<file path="config.mk">
export PLATFORM = sky130hd
export DESIGN_NAME = step_pulse_generator
export DESIGN_NICKNAME = d
export VERILOG_FILES = /design/src/rtl/step_pulse_generator.sv
export SDC_FILE = /design/constraint.sdc
export NUM_CORES = 1
export LEC_CHECK = 0
export ABC_AREA = 1
export CAP_MARGIN = 20
export CORE_MARGIN = 2
export CORE_UTILIZATION = 42
export CTS_CLUSTER_SIZE = 20
export DETAILED_ROUTE_END_ITERATION = 8
export PLACE_DENSITY = 0.67
export REMOVE_ABC_BUFFERS = 1
export SLEW_MARGIN = 25
export SYNTH_ARGS = -nofsm -noshare
export SYNTH_HDL_FRONTEND = slang
export SYNTH_SLANG_ARGS = --single-unit
</file>
<file path="constraint.sdc">
create_clock -name csi_MCLK_clk -period 3.3 [get_ports csi_MCLK_clk]
set_input_delay 0.66 -clock csi_MCLK_clk [delete_from_list [all_inputs] [get_ports csi_MCLK_clk]]
set_output_delay 0.66 -clock csi_MCLK_clk [all_outputs]
set_load 0.02 [all_outputs]
</file>
<file path="src/rtl/step_pulse_generator.sv">
// Avalon-MM step/direction pulse generator: emits COUNT step pulses at a programmed period and
// width, holding direction stable for DIR_SETUP clocks before the first rise of each move.
module step_pulse_generator #(
    parameter int unsigned DIR_SETUP = 4,
    parameter int unsigned WIDTH_W   = 16
) (
    input  logic        csi_MCLK_clk,
    input  logic        rsi_MRST_reset_n,
    input  logic [2:0]  avs_ctrl_address,
    input  logic        avs_ctrl_write,
    input  logic        avs_ctrl_read,
    input  logic [31:0] avs_ctrl_writedata,
    input  logic [3:0]  avs_ctrl_byteenable,
    output logic [31:0] avs_ctrl_readdata,
    output logic        avs_ctrl_waitrequest,
    output logic        coe_step,
    output logic        coe_dir,
    output logic        ins_irq
);

    localparam logic [2:0]  AddrPeriod = 3'd0;
    localparam logic [2:0]  AddrWidth  = 3'd1;
    localparam logic [2:0]  AddrCount  = 3'd2;
    localparam logic [2:0]  AddrCtrl   = 3'd3;
    localparam logic [2:0]  AddrStatus = 3'd4;
    localparam logic [2:0]  AddrRemain = 3'd5;
    localparam logic [31:0] SetupLast  = 32'(DIR_SETUP - 1);

    typedef enum logic [1:0] {StIdle, StSetup, StHigh, StLow} state_e;

    state_e             state_q;
    logic [31:0]        period_q;
    logic [WIDTH_W-1:0] width_q;
    logic [31:0]        count_q;
    logic [31:0]        remain_q;
    logic [31:0]        phase_q;
    logic [31:0]        eff_period_q;
    logic [31:0]        eff_width_q;
    logic               dir_q;
    logic               irq_en_q;
    logic               done_q;
    logic               irq_q;
    logic               step_q;
    logic               step_dir_q;
    logic [31:0]        rdata_q;

    logic        busy;
    logic        wr_period, wr_width, wr_count, wr_ctrl, wr_status;
    logic        start_req, abort_req;
    logic [31:0] per_eff, wid_raw, wid_eff;

    function automatic logic [31:0] be_merge(input logic [31:0] old_val,
                                             input logic [31:0] new_val,
                                             input logic [3:0]  be);
        logic [31:0] r;
        for (int i = 0; i < 4; i++) begin
            r[8*i +: 8] = be[i] ? new_val[8*i +: 8] : old_val[8*i +: 8];
        end
        return r;
    endfunction

    assign busy      = (state_q != StIdle);
    assign wr_period = avs_ctrl_write && (avs_ctrl_address == AddrPeriod);
    assign wr_width  = avs_ctrl_write && (avs_ctrl_address == AddrWidth);
    assign wr_count  = avs_ctrl_write && (avs_ctrl_address == AddrCount);
    assign wr_ctrl   = avs_ctrl_write && (avs_ctrl_address == AddrCtrl);
    assign wr_status = avs_ctrl_write && (avs_ctrl_address == AddrStatus);
    // Abort beats start when both arrive in one write.
    assign start_req = wr_ctrl && avs_ctrl_writedata[0] && !avs_ctrl_writedata[2];
    assign abort_req = wr_ctrl && avs_ctrl_writedata[2];

    always_comb begin
        per_eff = (period_q < 32'd2) ? 32'd2 : period_q;
        wid_raw = (width_q == '0) ? 32'd1 : 32'(width_q);
        wid_eff = (wid_raw > (per_eff - 32'd1)) ? (per_eff - 32'd1) : wid_raw;
    end

    always_ff @(posedge csi_MCLK_clk or negedge rsi_MRST_reset_n) begin
        if (!rsi_MRST_reset_n) begin
            state_q      <= StIdle;
            period_q     <= '0;
            width_q      <= '0;
            count_q      <= '0;
            remain_q     <= '0;
            phase_q      <= '0;
            eff_period_q <= '0;
            eff_width_q  <= '0;
            dir_q        <= 1'b0;
            irq_en_q     <= 1'b0;
            done_q       <= 1'b0;
            irq_q        <= 1'b0;
            step_q       <= 1'b0;
            step_dir_q   <= 1'b0;
        end else begin
            if (wr_period) begin
                period_q <= be_merge(period_q, avs_ctrl_writedata, avs_ctrl_byteenable);
            end
            if (wr_width) begin
                width_q <= WIDTH_W'(be_merge(32'(width_q), avs_ctrl_writedata,
                                             avs_ctrl_byteenable));
            end
            if (wr_count) begin
                count_q <= be_merge(count_q, avs_ctrl_writedata, avs_ctrl_byteenable);
            end
            if (wr_ctrl) begin
                dir_q    <= avs_ctrl_writedata[1];
                irq_en_q <= avs_ctrl_writedata[3];
            end
            // A completion in the same cycle as a W1C overrides the clear below.
            if (wr_status && avs_ctrl_writedata[1]) begin
                done_q <= 1'b0;
            end
            irq_q <= done_q && irq_en_q;

            unique case (state_q)
                StIdle: begin
                    if (start_req) begin
                        if (count_q == '0) begin
                            done_q <= 1'b1;
                        end else begin
                            remain_q   <= count_q;
                            step_dir_q <= avs_ctrl_writedata[1];
                            done_q     <= 1'b0;
                            phase_q    <= '0;
                            state_q    <= StSetup;
                        end
                    end
                end
                StSetup: begin
                    if (abort_req) begin
                        done_q  <= 1'b1;
                        state_q <= StIdle;
                    end else if (phase_q == SetupLast) begin
                        state_q      <= StHigh;
                        step_q       <= 1'b1;
                        eff_period_q <= per_eff;
                        eff_width_q  <= wid_eff;
                        remain_q     <= remain_q - 32'd1;
                        phase_q      <= 32'd1;
                    end else begin
                        phase_q <= phase_q + 32'd1;
                    end
                end
                StHigh: begin
                    if (abort_req) begin
                        step_q  <= 1'b0;
                        done_q  <= 1'b1;
                        state_q <= StIdle;
                    end else begin
                        if (phase_q >= eff_width_q) begin
                            step_q  <= 1'b0;
                            state_q <= StLow;
                        end
                        phase_q <= phase_q + 32'd1;
                    end
                end
                StLow: begin
                    if (abort_req) begin
                        done_q  <= 1'b1;
                        state_q <= StIdle;
                    end else if (phase_q >= eff_period_q) begin
                        if (remain_q != '0) begin
                            state_q      <= StHigh;
                            step_q       <= 1'b1;
                            eff_period_q <= per_eff;
                            eff_width_q  <= wid_eff;
                            remain_q     <= remain_q - 32'd1;
                            phase_q      <= 32'd1;
                        end else begin
                            done_q  <= 1'b1;
                            state_q <= StIdle;
                        end
                    end else begin
                        phase_q <= phase_q + 32'd1;
                    end
                end
                default: state_q <= StIdle;
            endcase
        end
    end

    always_ff @(posedge csi_MCLK_clk or negedge rsi_MRST_reset_n) begin
        if (!rsi_MRST_reset_n) begin
            rdata_q <= '0;
        end else if (avs_ctrl_read && !avs_ctrl_write) begin
            case (avs_ctrl_address)
                AddrPeriod: rdata_q <= period_q;
                AddrWidth:  rdata_q <= 32'(width_q);
                AddrCount:  rdata_q <= count_q;
                AddrCtrl:   rdata_q <= {28'd0, irq_en_q, 1'b0, dir_q, 1'b0};
                AddrStatus: rdata_q <= {30'd0, done_q, busy};
                AddrRemain: rdata_q <= remain_q;
                default:    rdata_q <= '0;
            endcase
        end
    end

    assign avs_ctrl_readdata    = rdata_q;
    assign avs_ctrl_waitrequest = 1'b0;
    assign coe_step             = step_q;
    assign coe_dir              = step_dir_q;
    assign ins_irq              = irq_q;

endmodule

</file>
; ---- Word level (Yosys, flattened, before mapping)
; Cells that the tools add are included.
[totals]
inputBits = 43
register_bits = 248
output_inout_bits = 36
[op_classes]
n_addsub = 3
n_lt_le_gt_ge = 4
n_eq_ne = 21
n_reduce_logical = 39
n_mux = 59
bitwise_logic = 1
[ops]
columns = operator, n
row1 = 2-to-1 mux 32 bit, 27
row2 = case mux 32 bit (6 select lines), 1
row3 = case mux 32 bit (2 select lines), 2
row4 = case mux 32 bit (4 select lines), 1
row5 = case mux 32 bit (3 select lines), 1
row6 = >= comparator 32 bit, 2
row7 = "subtractor 32 x 1 -> 32 bit, second input constant", 2
row8 = "adder 32 x 1 -> 32 bit, second input constant", 1
row9 = "equality test 32 x 2 -> 1 bit, second input constant", 1
row10 = > comparator 16 x 32 -> 1 bit, 1
row11 = logical NOT 32 bit, 1
row12 = "< comparator 32 x 2 -> 1 bit, second input constant", 1
row13 = nonzero test 32 bit, 1
row14 = AND reduction 2 bit, 10
row15 = 2-to-1 mux 2 bit, 9
row16 = logical NOT 16 bit, 1
row17 = 2-to-1 mux 16 bit, 1
row18 = "inequality test 2 bit, second input constant", 8
row19 = 2-to-1 mux 1 bit, 14
row20 = "inequality test 3 bit, second input constant", 4
row21 = AND reduction 6 bit, 2
row22 = logical AND 1 bit, 11
row23 = case mux 2 bit (4 select lines), 1
row24 = AND reduction 8 bit, 1
row25 = other kinds (16), 23

; ---- Longest topological paths before layout
; Gate-level depths: netlist (run 1).
[logic_depth]
depth_word = 9
depth_mapped = 29

; ---- Least setup slack after synthesis (run 1)
; No wires, ideal clock.
[synth_path]
path_kind = register -> register
from = register period_q[9]
to = register eff_width_q[11]
setup_time_ns = 0.117
required_ns = 3.183
path_stages_with_launch = 27
t_arrival_ns = 3.351
period_less_slack_ns = 3.469
setup_slack_ns = -0.169
cell_sequence = dfrtp_1 > nor2_4 > nand2_1 > nor2_1 > nand2_1 > nor2_4 > nor2_1 > inv_1 > ha_1 > nand2_2 > nor2_2 > nand2_1 > xor2_1 > inv_1 > ha_1 > nand2_1 > nor3_1 > nand2_1 > nand2_1 > nand3_1 > nor2_1 > nand3_2 > nor2_4 > buf_4 > nand3_1 > nand3_1 > nand2_1
[synth_between]
elab_chain_cells = 9
word_cells_on_any_way = 11
classes_between = add/sub (1) / order compare (2) / mux (8)
[synth_rtl]
columns = item, line_no
row1 = from (decl), 32  ; logic [31:0] period_q;
row2 = from (signal assigned), 96  ; period_q <= be_merge(period_q, avs_ctrl_writedata, avs_ctrl_byteenable);
row3 = < comparator 32 x 2 -> 1 bit, 73  ; per_eff = (period_q < 32'd2) ? 32'd2 : period_q;
row4 = 2-to-1 mux 32 bit (*), 73
row5 = subtractor 32 x 1 -> 32 bit (*), 75  ; wid_eff = (wid_raw > (per_eff - 32'd1)) ? (per_eff - 32'd1) : wid_raw;
row6 = > comparator 16 x 32 -> 1 bit, 75
row7 = 2-to-1 mux 32 bit (*), 75
row8 = 2-to-1 mux 32 bit, 162  ; if (remain_q != '0) begin
row9 = 2-to-1 mux 32 bit, 161  ; end else if (phase_q >= eff_period_q) begin
row10 = 2-to-1 mux 32 bit, 158  ; if (abort_req) begin
row11 = case mux 32 bit (2 select lines) (*), 115  ; unique case (state_q)
row12 = to (signal assigned), 137  ; eff_width_q <= wid_eff;
row13 = to (signal assigned), 166  ; eff_width_q <= wid_eff;
row14 = to (decl), 38  ; logic [31:0] eff_width_q;
; Every way passes the cells marked *; elsewhere a longest branch is shown, timed or not. The select of a mux whose other input is x is not followed.
; A chain may end at the register's enable or synchronous reset.

; ---- Worst setup path after layout (run 1)
[layout_path]
from = register period_q[23]
to = register eff_width_q[4]
; The elaborated chain is that of the path after synthesis.

==> results of run 1 <==
[path summary, 6_finish.rpt]
path	slack (ps)	endpoint	startpoint	cells past startpoint
max	-420	eff_width_q[4]$_DFFE_PN0P_	period_q[23]$_DFFE_PN0P_	31
min	20	period_q[1]$_DFFE_PN0P_	rsi_MRST_reset_n	1
max reg2reg	-420	eff_width_q[4]$_DFFE_PN0P_	period_q[23]$_DFFE_PN0P_	31
min reg2reg	470	eff_width_q[28]$_DFFE_PN0P_	eff_width_q[28]$_DFFE_PN0P_	2
max in group asynchronous	2300	eff_width_q[28]$_DFFE_PN0P_	rsi_MRST_reset_n	2
min in group csi_MCLK_clk	470	eff_width_q[28]$_DFFE_PN0P_	eff_width_q[28]$_DFFE_PN0P_	2
[layout make-up]
type,instances,area share
clock inverters,19,0.0120
flip-flops and latches,248,0.328
inverters,281,0.0558
well taps,461,0.0305
clock buffers,35,0.0411
multi-input cells,1385,0.409
repair buffers,269,0.123
[synthesized netlist by cell type, drive strengths merged, types with 2 or more instances]
master   number  area [um^2]
a21oi        52          264
a221oi        2         17.5
a22oi         8         60.1
a31oi         5         31.3
a41oi         2         17.5
buf          23          141
clkbuf       51          191
dfrtp       248         6210
ha           83         1040
inv         281         1050
mux2         35          394
nand2       501         1900
nand3        91          490
nand4        34          213
nor2        169          743
nor3         33          191
nor4         28          188
o2111ai       5         43.8
o211ai        5         37.5
o21a          2         15.0
o21ai       231         1160
o221ai       17          149
o22ai        11         68.8
o31ai         2         15.0
or2           3         18.8
xnor2         4         35.0
xor2         54          473
[critical path, delay by kind of cell (launching register included)]
kind                       cells  cell delay [ps]
and+or+nand+nor               10              790
adders and majority gates      1              160
DFF                            1              390
buffers and inverters         19             2130
xor gates and xnor gates       1              150
[state kept, by name, indices dropped and copies added (netlist names)]
name / flops
avs_ctrl_readdata: 32
coe_dir: 1
coe_step: 1
count_q: 32
dir_q: 1
done_q: 1
eff_period_q: 32
eff_width_q: 32
ins_irq: 1
irq_en_q: 1
period_q: 32
phase_q: 32
remain_q: 32
state_q: 2
width_q: 16
[metrics by stage]
stage                     area (um^2)  power [uW]  TNS, ps  hold slack (ps)
after floorplan                 14900        7390    -3310              364
after global placement          17600        9630    -4410              452
after detailed placement        17600        9780    -6120              454
after CTS                       18800       13400    -4000             12.1
after global routing            18900       14300    -8810             37.3
final                           18900       13400    -4620             16.1
[metal layers]
layer / share of wire / vias to the layer above / global-route usage
met5: 0 / - / 0
met4: 0.044 / 0 / 0.0929
met3: 0.064 / 99 / 0.0308
met2: 0.46 / 512 / 0.400
met1: 0.43 / 6579 / 0.328
li1: - / 6935 / -
[report_power, final]
part / internal, uW / total, uW / switching [uW]
combinational: 2230 / 5620 / 3380
clock: 2010 / 3390 / 1380
sequential: 3820 / 4420 / 601
[cells by family (layout without fill, tap and decap cells)]
group,count (synthesis),in the layout,share of synthesized area
AOI/OAI and AO/OA,344,344,0.125
adders and majority gates,83,83,0.0683
xor gates and xnor gates,58,58,0.0334
buffers and inverters,355,604,0.0913
DFF,248,248,0.408
and+or+nand+nor,863,864,0.248
muxes,35,35,0.0259
other,1,1,0.000247
[repair_timing]
item	in CTS	in global routing
pin swaps	16	17
gates resized for setup	22	14
setup buffers	22	4
cloned	0	1
setup endpoints to repair	16	16
==> flow_metrics.tcl, run 1 <==
set metrics [dict create \
    finClkSkew_ps 37.5 \
    dp.cells 2617 \
    grt_usage 0.243 \
    slowest_stage "dfrtp_1" \
    n_antenna_cell 0 \
    syn_area_um2 15200 \
    max_cap_violations 0 \
    postRouteAntennaNets 0 \
    critPathArrivalTime_ps 4220 \
    final_common_cell "nand2_1" \
    clk_pin_slew_ps 60 \
    critical_path.max_stage_delay_ps 390 \
    slew_headroom 0.594 \
    clk_latency_ps 590 \
    grt_pass1_wl_um 74200 \
    irDropWorstVdd_mv 0.448 \
    ctsHoldBuffers 0 \
    finish.utilization 0.532 \
    avgSynthCellArea_um2 7.65 \
    first_pass_iters 6 \
    drive_gt1_frac 0.159 \
    cts_buffers 29 \
    htreeDepth 1 \
    num_vias 14100 \
    io_buffers 77 \
    synth-seq-area-share 0.408 \
    fillCellCount 3345 \
    place_worst_setup_slack_ps -428 \
    grt_pass1_vias 14000 \
    fin_cells 2698 \
    post-dp-hpwl_um 35700 \
    layout.area.seq_um2 6210 \
    synthCells 1987 \
    worst_setup_path_start_kind "flip-flop" \
    ctsLongestPathBuffers 3 \
    drtIter0Drc 1014 \
    p_per_area_nw_per_um2 710 \
    synth_enable_flop_cells 0 \
    syn2layout_area_growth_pct 24.4 \
    hold_path.class "input pin to async pin" \
    synth_cell_type_count 51 \
    antenna_found_initial 0 \
    drcViolationCount 0 \
    grt_setup_unrepaired "yes" \
    dieArea_um2 37700 \
    timing.final.crit_share 1.13 \
    final_cell_mix "491 x nand2_1, 269 x inv_1, 248 x dfrtp_1" \
    drv_slew 0 \
    row_count 69 \
    hold_violations 0 \
    synth_seq_cells 248 \
    cts_tree "built" \
    synthFlopType "dfrtp_1" \
    grt-ovfl-total 0 \
    die_height_um 194 \
    worst_pin_slew_ps 605 \
    start_util 0.427 \
    yosysWarningCount 0 \
    fin_ws_ps -419 \
    place_congestion 1.00 \
    die_w_um 194 \
    violations "setup timing" \
    synthArstFlopShare 1.00 \
    fin_nets 2340 \
    multi_input_area_um2 7740 \
    path_max_fanout 3 \
    cp_common_cell "buf_4" \
    status "complete, but fails checks" \
    timing_worst_setup_path_type "flip-flop to flip-flop" \
    required_ps 3800 \
    via_per_inst 5.24 \
    cp-end-kind "flip-flop" \
    grt_max_degree 67 \
    ios 79 \
    routedWlPerCell_um 17.2 \
    max_freq_mhz 269 \
    core_area_um2 35600 \
    finalCriticalPeriod_ps 3720 \
    setup_viol 16 \
    root_buffer "clkbuf_16" \
    power.leakage_uw 0.00916 \
    wl_um 46400 \
    numClockSinks 248 \
]
(Power assumes the default switching activity.)
==> inputs of run 2 (changes only) <==
--- a/config.mk
+++ b/config.mk
@@ -5,13 +5,12 @@
 export SDC_FILE = /design/constraint.sdc
 export NUM_CORES = 1
 export LEC_CHECK = 0
-export ABC_AREA = 1
 export CAP_MARGIN = 20
-export CORE_MARGIN = 2
+export CORE_MARGIN = 3
 export CORE_UTILIZATION = 42
 export CTS_CLUSTER_SIZE = 20
 export DETAILED_ROUTE_END_ITERATION = 8
-export PLACE_DENSITY = 0.67
+export PLACE_DENSITY = 0.68
 export REMOVE_ABC_BUFFERS = 1
 export SLEW_MARGIN = 25
 export SYNTH_ARGS = -nofsm -noshare
==> run 2 against run 1 <==
Compared with the run above: the flow still finishes with violations (setup timing); critical path depth shrank 12; final cell count decreased by 21%; cell area is 5.3% lower; sequential power is 4% higher; count of clock-buffer cells in the layout rose by 5; critical path type unchanged; largest cell class unchanged.
==> flow_metrics.tcl, run 2 <==
set metrics [dict create \
    yosysMostFrequentCell "dfrtp_1" \
    p_total_uw 12900 \
    fin_nets 1780 \
    dieArea_um2 36400 \
    grt_usage 0.250 \
    worst_pin_slew_ps 889 \
    place_congestion 0.948 \
    fin_ws_ps -957 \
    yosysWarningCount 0 \
    status "complete, but fails checks" \
    io_buffers 77 \
    finish.utilization 0.542 \
    routedWlPerCell_um 21.6 \
    wl_um 45700 \
    max_cap_violations 0 \
    clk_latency_ps 550 \
    critical_path.max_stage_delay_ps 540 \
    postRouteAntennaNets 0 \
    netlist_top_cells_area "dfrtp_1 43%, mux2_2 9.4%, ha_1 7.3%, o21ai_0 3.2%, nand2_1 3.1%" \
    place_area_um2 16600 \
    num_vias 12700 \
    cts_tree "built" \
    power.leakage_uw 0.00799 \
    synth_top_area_frac 0.433 \
    max_freq_mhz 235 \
    slew_headroom 0.407 \
    synth_cell_type_count 70 \
    cts_buffers 28 \
    design_area_um2 17900 \
    core_area_um2 33000 \
    synthArstFlopShare 1.00 \
    start_util 0.434 \
    row_count 66 \
    ios 79 \
    drtIter0Drc 1287 \
    p_per_area_nw_per_um2 723 \
    clk_pin_slew_ps 60 \
    die_w_um 191 \
    finClkSkew_ps 11.6 \
    syn2layout_area_growth_pct 25.1 \
    drive_gt1_frac 0.241 \
    setup_viol 17 \
    root_buffer "clkbuf_16" \
    violations "setup timing" \
    hold_violations 0 \
    synth_common_cells "248 x dfrtp_1, 120 x mux2_2, 120 x nand2_1" \
    numClockSinks 248 \
    place_worst_setup_slack_ps -1330 \
    synthFlopType "dfrtp_1" \
    grt_setup_unrepaired "yes" \
    final_cell_mix "247 x dfrtp_1, 163 x buf_4, 120 x mux2_2" \
    post-dp-hpwl_um 34000 \
    required_ps 3750 \
    syn_area_um2 14300 \
    hold_path.class "input pin to async pin" \
    drv_slew 0 \
    path_max_fanout 8 \
    synth_enable_flop_cells 0 \
    die_height_um 191 \
    grt_pass1_wl_um 72500 \
    grt_pass1_vias 12700 \
    finalCriticalPeriod_ps 4260 \
    antenna_found_initial 0 \
    synth-seq-area-share 0.433 \
    grt_max_degree 73 \
    grt-ovfl-total 0 \
    irDropWorstVdd_mv 0.458 \
    slowest_stage "or4_4" \
    synth_seq_cells 248 \
    avgSynthCellArea_um2 9.80 \
    final_common_cell "dfrtp_1" \
    htreeDepth 1 \
    via_per_inst 5.98 \
    timing_worst_setup_path_type "flip-flop to flip-flop" \
    ctsLongestPathBuffers 3 \
    critPathArrivalTime_ps 4700 \
    timing.final.crit_share 1.29 \
    worst_setup_path_start_kind "flip-flop" \
    synth_largest_area_cell "dfrtp_1" \
    cp-end-kind "flip-flop" \
    first_pass_iters 5 \
    drcViolationCount 0 \
    crit_chain "or4_4 > or3_4 > nor3_4 > nand2b_4 > ha_4 > nor2b_4 > nand3_2 > nor3_2 > xnor2_1 > ha_1 > nand2_2 > nor3_4 > a2111oi_4 > nand3_2 > a2111oi_4 > buf_4 > buf_8 > nor2_2 > o31ai_2" \
    synthCells 1462 \
]
[run 2: cell types whose count changed after synthesis, moves of 25 or more]
cell | before | now
a22o_1 | 0 | 48
a22oi_1 | 8 | 39
clkbuf_1 | 51 | 84
inv_1 | 272 | 72
mux2_2 | 35 | 120
nand2_1 | 495 | 120
nand3_1 | 87 | 26
nor2_1 | 149 | 94
nor2b_1 | 0 | 25
o21ai_0 | 198 | 93
o21ai_1 | 32 | 1
xor2_1 | 54 | 7
[run 2: worst paths after layout]
path / from / to / slack [ps] / cells after the start
worst max-delay path: period_q[19]$_DFFE_PN0P_ / eff_width_q[11]$_DFFE_PN0P_ / -960 / 19
worst min-delay path: rsi_MRST_reset_n / eff_width_q[26]$_DFFE_PN0P_ / 10 / 1
worst max register to register: period_q[19]$_DFFE_PN0P_ / eff_width_q[11]$_DFFE_PN0P_ / -960 / 19
worst min register to register: eff_width_q[5]$_DFFE_PN0P_ / eff_width_q[5]$_DFFE_PN0P_ / 480 / 2
max in group asynchronous: rsi_MRST_reset_n / avs_ctrl_readdata[10]$_DFFE_PN0P_ / 2390 / 2
min in group csi_MCLK_clk: eff_width_q[5]$_DFFE_PN0P_ / eff_width_q[5]$_DFFE_PN0P_ / 480 / 2
[run 2: layout make-up]
type,instances,area [um^2]
Timing Repair Buffer,252,2200
Multi-Input combinational cell,1051,7790
Clock buffer,40,807
Sequential cell,248,6210
Antenna cell,1,2.50
Clock inverter,11,83.8
Fill cell,2958,15100
Tap cell,442,553
Inverter,73,274
[run 2: timing repair]
action,in CTS,in global routing
resized for setup,35,32
gates cloned,3,1
hold buffers,0,0
pin swaps,31,26
setup endpoints to repair,17,53
setup buffers,3,4
[run 2: worst max-delay path: cells and delay by family, from the launching register on]
family / cells / cell delay (ps)
AND/OR/NAND/NOR: 11 / 2030
AO/OA/AOI/OAI: 3 / 790
buffers and inverters: 2 / 350
adder cells (fa/ha/maj): 2 / 430
flip-flops: 1 / 370
XOR/XNOR: 1 / 160
[run 2: power breakdown]
group,internal (uW),switching [uW],leakage [uW],total [uW]
logic,2410,2890,0.00437,5300
clock network,1770,1280,0.000448,3050
registers,3850,747,0.00317,4600
total,8040,4910,0.00799,12900
[run 2: per-layer routing]
metal	vias to the layer above	share of wire	global-route usage
li1	5778	-	-
met2	516	0.47	0.413
met1	6269	0.43	0.340
met5	-	0	0
met4	0	0.043	0.0898
met3	101	0.059	0.0300
[run 2: kinds of logic after synthesis]
logic type	count (synthesis)	share of synthesized area
compound gates	360	0.174
fa+ha+maj	83	0.0725
xor+xnor	14	0.00856
mux	126	0.100
buf+inv	163	0.0431
other cells	1	0.000262
flops	248	0.433
simple gates	467	0.168
[run 2: stage by stage]
| step | hold WS, ps | std cells | TNS, ps |
|---|---|---|---|
| CTS | 3.77 | 2112 | -13530 |
| finish | 11.2 | 2118 | -15010 |
| detailed placement | 466 | 2055 | -21180 |
| global route | 16.5 | 2117 | -18430 |
| global placement | 463 | 2055 | -18640 |
| floorplan | 364 | 1372 | -136310 |
==> inputs of run 3 (changes only) <==
--- a/config.mk
+++ b/config.mk
@@ -10,7 +10,9 @@
 export CORE_UTILIZATION = 42
 export CTS_CLUSTER_SIZE = 20
 export DETAILED_ROUTE_END_ITERATION = 8
-export PLACE_DENSITY = 0.68
+export DONT_BUFFER_PORTS = 1
+export PLACE_DENSITY = 0.65
+export RECOVER_POWER = 50
 export REMOVE_ABC_BUFFERS = 1
 export SLEW_MARGIN = 25
 export SYNTH_ARGS = -nofsm -noshare
==> run 3 against run 2 <==
Compared with the run above: the run ends with hold timing, setup timing left; non-clock buffer count shrank 96; largest cell class unchanged; highest routed layer unchanged; flip-flop and latch count stayed put; sequential power is 2% higher; die area is the same; global-route usage down 1.0 points; critical path depth did not move; critical path type unchanged; first-iteration DRC count is 13% lower; cell area shrank 5.2%.
==> flow_metrics.tcl, run 3 (synthesis gave the netlist of run 2 again) <==
set metrics [dict create \
    drcViolationCount 0 \
    grt_usage 0.240 \
    power.leakage_uw 0.00759 \
    rr_worst_depth 19 \
    drtIter0Drc 1124 \
    p_sw_uw 4770 \
    drive_gt1_frac 0.244 \
    clockPowerShare 0.259 \
    first_pass_iters 6 \
    dieArea_um2 36400 \
    n_antenna_cell 0 \
    critPathArrivalTime_ps 4770 \
    io_buffers 0 \
    worst_pin_slew_ps 755 \
    wl_um 44000 \
    ios 79 \
    cts_tree "built" \
    num_vias 12100 \
    fillCellCount 3027 \
    drv_slew 0 \
    place_congestion 0.933 \
    antenna_found_initial 0 \
    finalSetupTns_ps -15900 \
    irDropWorstVdd_mv 0.821 \
    ctsLongestPathBuffers 3 \
    setup_viol 17 \
    grt_setup_unrepaired "yes" \
    cts_buffers 27 \
    required_ps 3750 \
    numClockSinks 248 \
    grt-ovfl-total 0 \
    syn2layout_area_growth_pct 18.6 \
    r2r-start "period_q[19]$_DFFE_PN0P_" \
    postRouteAntennaNets 0 \
    slew_headroom 0.496 \
    max_freq_mhz 231 \
    final_cell_mix "247 x dfrtp_1, 148 x buf_4, 120 x mux2_2" \
    hold_path.class "input pin to async pin" \
    routedWlPerCell_um 21.8 \
    root_buffer "clkbuf_16" \
    r2r_slack_ps -1020 \
    max_cap_violations 0 \
    grt_max_degree 249 \
    worst_setup_path_start_kind "flip-flop" \
    row_count 66 \
    finClkSkew_ps 8.81 \
    grt_pass1_vias 11700 \
    finalCriticalPeriod_ps 4320 \
    clk_pin_slew_ps 60 \
    p_int_uw 8060 \
    fin_ws_ps -1020 \
    p_per_area_nw_per_um2 755 \
    seqPwrFrac 0.364 \
    timing.final.crit_share 1.31 \
    fin_nets 1683 \
    switching_share 0.372 \
    pwr-share-comb 0.377 \
    grt_pass1_wl_um 68900 \
    post-dp-hpwl_um 31800 \
    cp-end-kind "flip-flop" \
    path_max_fanout 8 \
    whs_ps -185 \
    violations "hold timing, setup timing" \
    clk_latency_ps 540 \
    htreeDepth 1 \
    via_per_inst 6.00 \
    hold_violations 248 \
    die_w_um 191 \
    status "complete, but fails checks" \
    reg2reg_to "eff_width_q[14]$_DFFE_PN0P_" \
    start_util 0.434 \
    die_height_um 191 \
    final_common_cell "dfrtp_1" \
    core_area_um2 33000 \
    timing_worst_setup_path_type "flip-flop to flip-flop" \
]
-- run 3: cell count changes in the layout (fill, tap and decap cells not counted), sizes merged --
cell	previous run	this run
buf	175	155
bufinv	1	5
clkbuf	41	33
clkdlybuf4s50	76	0
clkinv	10	7
clkinvlp	0	3
diode	1	0
inv	73	75
-- run 3: worst max path at each step --
stage	endpoint	depth (start not counted)	start	slack [ps]
floorplan	eff_width_q[10]$_DFFE_PN0P_	17	period_q[22]$_DFFE_PN0P_	-3850
global placement	eff_width_q[0]$_DFFE_PN0P_	18	period_q[22]$_DFFE_PN0P_	-1170
detailed placement	eff_width_q[10]$_DFFE_PN0P_	18	period_q[22]$_DFFE_PN0P_	-1330
CTS	eff_width_q[1]$_DFFE_PN0P_	18	period_q[22]$_DFFE_PN0P_	-890
global route	eff_width_q[14]$_DFFE_PN0P_	20	period_q[19]$_DFFE_PN0P_	-1240
finish	eff_width_q[14]$_DFFE_PN0P_	19	period_q[19]$_DFFE_PN0P_	-1020
-- run 3: repair_timing --
action | CTS | global route
hold endpoints to repair | 248 | 248
endpoints found under the setup margin | 17 | 33
pin swaps | 32 | 14
buffers inserted | 1 | 4
gates cloned | 2 | 0
resized for setup | 31 | 26
-- run 3: area by class of cell --
type	count	area, um^2	area share
clock buffers	32	734	0.0432
clock inverters	17	236	0.0139
inverters	73	274	0.0161
multi-input cells	1051	7750	0.457
flip-flops and latches	248	6210	0.365
well taps	442	553	0.0326
repair buffers	156	1220	0.0720
-- run 3: worst max-delay path, cell delays in order (launching register included) --
cell,delay (ps)
dfrtp_1,380
or4_4,540
or3_4,380
nor3_4,190
nand2b_4,170
ha_4,130
nor2b_4,160
nand2_2,90
nor3_4,230
xnor2_2,110
ha_1,310
nand2_2,100
nor3_2,70
a2111oi_2,350
nand3_1,160
a2111oi_4,260
buf_4,200
buf_6,140
nor2_2,50
o31ai_2,210
-- run 3: metal layers --
metal	wire, um	up-vias	GRT usage
met5	0	-	0
li1	-	5592	-
met3	2670	97	0.0322
met1	18800	5976	0.327
met2	20800	458	0.392
met4	1750	0	0.0878
-- run 3: metrics by stage --
step | utilization | worst slack (ps) | power (uW) | area (um^2) | std cells
2_1_floorplan | - | -3850 | 7330 | 14000 | 1372
3_3_place_gp | 0.476 | -1170 | 9150 | 15700 | 1963
3_5_place_dp | 0.476 | -1330 | 9310 | 15700 | 1963
4_1_cts | 0.510 | -889 | 12700 | 16800 | 2015
5_1_grt | 0.514 | -1240 | 13600 | 17000 | 2019
6_report | 0.514 | -1020 | 12800 | 17000 | 2019
-- run 3: power by group through the flow --
stage,combinational [uW],sequential [uW],clock [uW]
after floorplan,2690,4640,0
after global placement,4480,4670,0
after detailed placement,4610,4700,0
after CTS,4700,4650,3370
after global routing,5330,4760,3500
final,4840,4670,3320
